$ cat src/rtl/i_fetch_responder.sv
// i_fetch_responder: direct-mapped instruction cache responder.
// Synchronous-read arrays, one outstanding line refill at a time.
module i_fetch_responder #(
   parameter int ADDR_WIDTH = 26,
   parameter int DATA_WIDTH = 32,
   parameter int LINES      = 16,
   parameter int LINE_WORDS = 4
) (
   input  logic                  clk,
   input  logic                  rst_n,
   input  logic [ADDR_WIDTH-1:0] i_pc_next,
   input  logic [ADDR_WIDTH-1:0] i_pc_current,
   output logic [DATA_WIDTH-1:0] o_inst,
   output logic                  o_valid,
   output logic                  o_miss,
   output logic                  o_mem_req_valid,
   input  logic                  i_mem_req_ready,
   output logic [ADDR_WIDTH-1:0] o_mem_req_addr,
   input  logic                  i_mem_rsp_valid,
   input  logic [DATA_WIDTH-1:0] i_mem_rsp_data
);

   localparam int WW  = $clog2(LINE_WORDS);
   localparam int IW  = $clog2(LINES);
   localparam int OFF = WW + 2;
   localparam int HW  = ADDR_WIDTH - OFF;
   localparam int TW  = HW - IW;

   typedef enum logic [1:0] {
      IDLE,
      REQ,
      REFILL,
      RELOAD
   } state_t;

   state_t                state;
   logic [WW-1:0]         cnt;
   logic [HW-1:0]         lat_hi;
   logic [LINES-1:0]      valid_bits;
   logic                  valid_q;
   logic [TW-1:0]         tag_q;
   logic [DATA_WIDTH-1:0] line_q [LINE_WORDS];

   logic [DATA_WIDTH-1:0] data_mem [LINES*LINE_WORDS];
   logic [TW-1:0]         tag_mem  [LINES];

   logic [IW-1:0] lat_idx;
   logic [TW-1:0] lat_tag;
   logic [IW-1:0] rd_idx;
   logic [TW-1:0] cur_tag;
   logic [WW-1:0] cur_word;
   logic          hit;
   logic          last;
   logic          wr_en;
   logic          unused_bits;

   assign lat_idx  = lat_hi[IW-1:0];
   assign lat_tag  = lat_hi[HW-1:IW];
   assign rd_idx   = (state == RELOAD) ? lat_idx
                                       : i_pc_next[OFF+:IW];
   assign cur_tag  = i_pc_current[OFF+IW+:TW];
   assign cur_word = i_pc_current[2+:WW];
   assign hit      = valid_q && (tag_q == cur_tag);
   assign last     = (cnt == WW'(LINE_WORDS - 1));
   assign wr_en    = (state == REFILL) && i_mem_rsp_valid;

   assign unused_bits = ^{i_pc_next[1:0],
                          i_pc_next[OFF-1:2],
                          i_pc_next[ADDR_WIDTH-1:OFF+IW],
                          i_pc_current[1:0]};

   // Hit only counts while idle; every other state stalls fetch.
   always_comb begin
      o_valid = (state == IDLE) && hit;
      o_miss  = !o_valid;
      o_inst  = o_valid ? line_q[cur_word] : '0;
   end

   assign o_mem_req_valid = (state == REQ);
   assign o_mem_req_addr  = {lat_hi, {OFF{1'b0}}};

   // Array storage: refill writes, synchronous line/tag read.
   always_ff @(posedge clk) begin
      if (wr_en) begin
         data_mem[{lat_idx, cnt}] <= i_mem_rsp_data;
         if (last) begin
            tag_mem[lat_idx] <= lat_tag;
         end
      end
      tag_q <= tag_mem[rd_idx];
      for (int w = 0; w < LINE_WORDS; w++) begin
         line_q[w] <= data_mem[{rd_idx, WW'(w)}];
      end
   end

   // Control FSM, valid bits and registered valid read.
   always_ff @(posedge clk or negedge rst_n) begin
      if (!rst_n) begin
         state      <= IDLE;
         cnt        <= '0;
         lat_hi     <= '0;
         valid_bits <= '0;
         valid_q    <= 1'b0;
      end else begin
         valid_q <= valid_bits[rd_idx];
         unique case (state)
            IDLE: begin
               if (!hit) begin
                  state  <= REQ;
                  lat_hi <= i_pc_current[ADDR_WIDTH-1:OFF];
               end
            end
            REQ: begin
               if (i_mem_req_ready) begin
                  state <= REFILL;
                  cnt   <= '0;
               end
            end
            REFILL: begin
               if (i_mem_rsp_valid) begin
                  cnt <= cnt + WW'(1);
                  if (last) begin
                     valid_bits[lat_idx] <= 1'b1;
                     state               <= RELOAD;
                  end
               end
            end
            RELOAD: begin
               state <= IDLE;
            end
            default: begin
               state <= IDLE;
            end
         endcase
      end
   end

endmodule

$ cat config.mk
export PLATFORM = sky130hd
export DESIGN_NAME = i_fetch_responder
export DESIGN_NICKNAME = d
export VERILOG_FILES = /design/src/rtl/i_fetch_responder.sv
export SDC_FILE = /design/constraint.sdc
export NUM_CORES = 2
export LEC_CHECK = 0
export ABC_AREA = 1
export BUFFER_PORTS_ARGS = -buffer_cell sky130_fd_sc_hd__buf_2
export CAP_MARGIN = 25
export CORE_UTILIZATION = 40
export DETAILED_ROUTE_END_ITERATION = 8
export PLACE_DENSITY = 0.6
export SLEW_MARGIN = 20
export SYNTH_ARGS = -nofsm -noshare
export SYNTH_HDL_FRONTEND = slang
export SYNTH_SLANG_ARGS = --single-unit
$ cat constraint.sdc
create_clock -name clk -period 10.2 [get_ports clk]
set_input_delay 1.02 -clock clk [delete_from_list [all_inputs] [get_ports clk]]
set_output_delay 1.02 -clock clk [all_outputs]
set_load 0.1 [all_outputs]
Yosys cells after proc, flatten, opt, wreduce, memory -nomap -nowiden

Memories as Yosys holds them, arrays and structs flattened. A register that Yosys moved wholly into a read port is not among the register bits.
Cells that the tools add are included.

$add $sub $neg: 1
$lt $le $gt $ge: 3
Equal/unequal tests: 9
Mux-type cells: 19
Bitwise gates (word level): 2
Reduce and logical (&&, ||, !) cells: 11

Operator list:

| cell                                                        | number |
|---|---|
| two-way mux 32 bit                                          | 1 |
| equality test 18 bit                                        | 1 |
| bitwise OR 16 bit                                           | 1 |
| two-way mux 2 bit                                           | 6 |
| less-than comparator 4 x 5 -> 1 bit (second input constant) | 2 |
| one-hot mux 2 bit (4 select lines)                          | 1 |
| two-way mux 1 bit                                           | 7 |
| equality test 2 bit (second input constant)                 | 3 |
| inequality test 2 bit (second input constant)               | 3 |
| AND reduction 3 bit                                         | 2 |
| binary-select mux 1 bit (select 4 bit)                      | 1 |
| demux 1 bit (select 4 bit)                                  | 1 |
| >= comparator 4 x 1 -> 1 bit (second input constant)        | 1 |
| logical AND 1 bit                                           | 4 |
| two-way mux 4 bit                                           | 1 |
| one-hot mux 2 bit (2 select lines)                          | 1 |
| AND reduction 4 bit                                         | 1 |
| adder 2 x 1 -> 2 bit (second input constant)                | 1 |
| equality test 2 x 1 -> 1 bit (second input constant)        | 1 |
| logical NOT 2 bit                                           | 1 |
| inequality test 2 x 1 -> 1 bit (second input constant)      | 1 |
| AND reduction 2 bit                                         | 1 |
| nonzero test 2 bit                                          | 1 |
| logical NOT 1 bit                                           | 1 |
| NOT 1 bit                                                   | 1 |

Bits in registers: 43
Memory bits (writable): 2464
Bits of input ports: 88
Output and inout bits: 61
Word-level logic and storage cells: 53
Memories: 3

Memories:

| name     | depth | width | rd ports | clocked after memory_dff | wr ports | RTL line | RTL |
|---|---|---|---|---|---|---|---|
| data_mem | 64    | 32    | 4        | 0                        | 1        | 44       | `logic [DATA_WIDTH-1:0] data_mem [LINES*LINE_WORDS];` |
| tag_mem  | 16    | 18    | 1        | 1                        | 1        | 45       | `logic [TW-1:0] tag_mem [LINES];` |
| line_q   | 4     | 32    | 1        | 0                        | 4        | 42       | `logic [DATA_WIDTH-1:0] line_q [LINE_WORDS];` |

Logic depth before layout (Yosys ltp)

Depth in word-level cells: 5
Mapped depth: 15
Depth with buffers taken out: 12

Worst setup path before layout

OpenSTA, ideal clock, no wires.

Path type: input-to-output
From: input i_pc_current[23]
To: output o_inst[23]
Arrival time: 3.792 ns
Required time: 9.180 ns
Slack: 5.388 ns
Stages on the path: 9
Path buffers: 1
Cell sequence: inv_1 -> nand2_1 -> nand2_1 -> nor3b_1 -> nand2_1 -> nor2_1 -> nand4_1 -> clkbuf_1 -> nor2_1

Word-level cells in the longest chain between the ends: 4

Ends and longest elaborated chain:

| what                 | RTL line | RTL |
|---|---|---|
| from (decl)          | 12       | `input logic [ADDR_WIDTH-1:0] i_pc_current,` |
| equality test 18 bit | 63       | `assign hit = valid_q && (tag_q == cur_tag);` |
| logical AND 1 bit    | 63       |  |
| logical AND 1 bit    | 74       | `o_valid = (state == IDLE) && hit;` |
| two-way mux 32 bit   | 76       | `o_inst = o_valid ? line_q[cur_word] : '0;` |
| to (decl)            | 13       | `output logic [DATA_WIDTH-1:0] o_inst,` |

No other way between the ends.

==> run_results.csv <==
group,metric,value,unit
floorplan,die_x,501,µm
cells_and_area,fillers,22110,
clock_network,path_clk_slew,0.06,ns
synth,ys_warn_count,0,
pwr,ir_drop,0.298,mV
global_routing,grt_max_degree,235,
global_routing,grt_pass1_wl,401000,µm
setup_path,critPathMaxStageDelay,0.88,ns
clock_network,clock-sinks,2525,
place,numPortBuffers,120,
synth,synth-edff-count,2336,
synth,netlist.area_leader.share,0.706,
setup_path,start_kind,"flip-flop",
setup_path,timing.rr.start,"state[0]$_DFFE_PN0P_",
place,globalplace.congestion,0.837,
synth,synth-main-ff-cell,"edfxtp_1",
drt,avgRoutedWirePerCell,23.9,µm
setup_path,crit_chain,"ha_1 -> nand2_1 -> o21ai_4 -> buf_4 -> buf_12 -> buf_4 -> nand3_1 -> nand3_1 -> a21oi_1 -> or2_1",
synth,async_flop_share,0.0170,
pwr,p_per_area,257,nW/µm²
sta,whs,0.172,ns
cells_and_area,areaGrowthSynthToFinish,11.9,%
floorplan,num_rows,182,
floorplan,dieHeight,501,µm
drt,drt_iter0_drc,7307,
setup_path,end_kind,"flip-flop",
hold_path,hold_class,"primary input to async pin",
drt,vias,63395,
clock_network,numCtsBuffers,237,
sta,fin_tns_setup,0,ns
clock_network,htree_levels,4,
synth,synth_seq_area_share,0.746,
clock_network,clk_path_buf_depth,3,
floorplan,dieArea,251000,µm²
sta,tightest_slew,1.32,ns
cells_and_area,ff_latch_area,74100,µm²
clock_network,ctsHoldBuffers,0,
sta,rsz0062_at_grt,"no",
drt,ant_nets,0,
global_routing,gr-total-overflow,0,
synth,synth_top_area_cell,"edfxtp_1",
drt,vias_per_cell,5.48,
clock_network,post_cts_resized,0,
sta,post-route-min-period,4.68,ns
setup_path,required,10.95,ns
setup_path,cp-startpoint,"state[0]$_DFFE_PN0P_",
job,max_cap_viol_count,0,
pwr,p_leak,0.0384,µW
cells_and_area,finalCoreUtilization,0.452,
sta,fmax,0.214,GHz
synth,synth_seq_cells,2525,
drt,drcViolationCount,0,
setup_path,cp.arrival,5.42,ns
floorplan,io_pins,149,
global_routing,antenna_found_initial,13,
sta,clock_skew,0.0412,ns
synth,ys_types,35,
setup_path,path_class,"flip-flop to flip-flop",
setup_path,reg2reg_slack,5.52,ns
global_routing,grt_pass1_vias,59644,
cells_and_area,multiInputGateArea,22400,µm²
place,placed_area,104000,µm²
synth,synth_area,99400,µm²
floorplan,initial_utilization,0.404,
global_routing,grtUsageTotal,0.217,
cells_and_area,drive_above_1_share,0.0893,
cells_and_area,design_area,111000,µm²
floorplan,core,246000,µm²
sta,drv_slew,0,
clock_network,cts_root_buf,"clkbuf_16",
sta,finalSetupViolations,0,
synth,synthTopCellsByArea,"edfxtp_1 71%, nand2_1 6.7%, nand3_1 5.4%",
drt,firstDrtPassIters,6,
sta,min_period_over_period,0.458,
cells_and_area,final_nets,8132,
synth,synthCells,8025,
drt,wl,276000,µm
clock_network,cts_tree,"yes",
clock_network,clk_latency,0.86,ns
run_status,status,"complete, no violations",
clock_network,post_cts_buffers,0,
place,hpwl,139000,µm
sta,hold_violations,0,
synth,syn_avg_cell_area,12.4,µm²
setup_path,critPathMaxFanout,130,
sta,relSlewSlack,0.118,
setup_path,crit_slowest_cell,"buf_4",
==> worst max-delay path: cells and delay by family, from the launching register on <==
family	cells	cell delay [ns]
flip-flops	1	0.40
AO/OA/AOI/OAI	2	0.28
buffers and inverters	3	2.36
AND/OR/NAND/NOR	4	0.77
adder cells (fa/ha/maj)	1	0.53
==> worst paths after layout <==
path,to,cells after the start
worst max-delay path,line_q[0][14]$_DFF_P_,10
worst min-delay path,lat_hi[8]$_DFFE_PN0P_,1
worst max register to register,line_q[0][14]$_DFF_P_,10
worst min register to register,valid_bits[13]$_DFFE_PN0P_,2
max in group asynchronous,valid_bits[11]$_DFFE_PN0P_,1
min in group clk,lat_hi[0]$_DFFE_PN0P_,3
==> power breakdown <==
part           internal, µW  switching [µW]  total, µW
registers             11900             709      12600
clock network          4860            3800       8660
logic                  1910            5430       7330
==> layout by cell type, fill, tap and decap left out, drive strengths merged, types with 7 or more instances in the layout <==
| cell | Yosys | layout |
|---|---|---|
| nand4 | 12 | 12 |
| diode | 0 | 7 |
| clkbuf | 192 | 331 |
| inv | 230 | 237 |
| dfxtp | 146 | 146 |
| nand3 | 1068 | 1068 |
| dfrtp | 43 | 43 |
| nand2 | 1782 | 1782 |
| bufinv | 0 | 15 |
| o211ai | 385 | 385 |
| nor2 | 798 | 798 |
| clkinv | 1 | 96 |
| o32ai | 32 | 32 |
| buf | 330 | 294 |
| edfxtp | 2336 | 2336 |
| or2 | 56 | 56 |
| a21oi | 91 | 91 |
| o21ai | 510 | 510 |
==> synthesized netlist by cell type (3+ instances only) <==
cell type	number
buf_6	31
buf_2	230
or2_2	15
or2_1	41
o211ai_1	385
clkbuf_2	14
o32ai_1	32
ha_1	5
nor2_1	798
nor4_1	3
inv_2	5
dfrtp_1	43
dfxtp_1	146
clkbuf_1	178
buf_4	36
o21ai_0	469
nand4_1	12
nand2_1	1780
nand3_1	1068
edfxtp_1	2336
buf_1	33
inv_1	224
o21ai_1	39
a21oi_1	91
==> sequential cells by signal, indices dropped and copies added, names as in the netlist <==
name,flops
data_mem,2048
valid_q,1
line_q,128
tag_mem,288
valid_bits,16
cnt,2
state,2
lat_hi,22
tag_q,18
==> area by class of cell <==
class                           instances  share of cell area
Sequential cell                      2525               0.666
Multi-Input combinational cell       4750               0.201
Clock buffer                          331              0.0590
Tap cell                             3312              0.0372
Timing Repair Buffer                  294              0.0189
Clock inverter                        119             0.00930
Inverter                              231             0.00807
Antenna cell                            7            0.000157
==> through the flow <==
step,setup WS [ns],cells,total power (µW)
finish,5.52,11569,28600
CTS,5.59,11561,28700
detailed placement,5.48,11111,20100
global placement,5.46,11108,20000
global route,5.32,11564,29800
floorplan,5.39,8028,17400
==> metal layers <==
metal / share of wire / track usage
met1: 0.43 / 0.307
met2: 0.47 / 0.350
met3: 0.080 / 0.0305
met4: 0.026 / 0.0607
met5: 0.000047 / 0
==> cell families (layout without fill, tap and decap cells) <==
group | Yosys count | after routing | share of synthesized area
AOI/OAI and AO/OA | 1018 | 1018 | 0.0623
xor gates and xnor gates | 1 | 1 | 0.0000881
adders and majority gates | 5 | 5 | 0.000629
buffers and inverters | 753 | 975 | 0.0352
DFF | 2525 | 2525 | 0.746
other | 1 | 11 | 0.0000377
and+or+nand+nor | 3722 | 3722 | 0.156
Power figures use the tool's default switching activity.
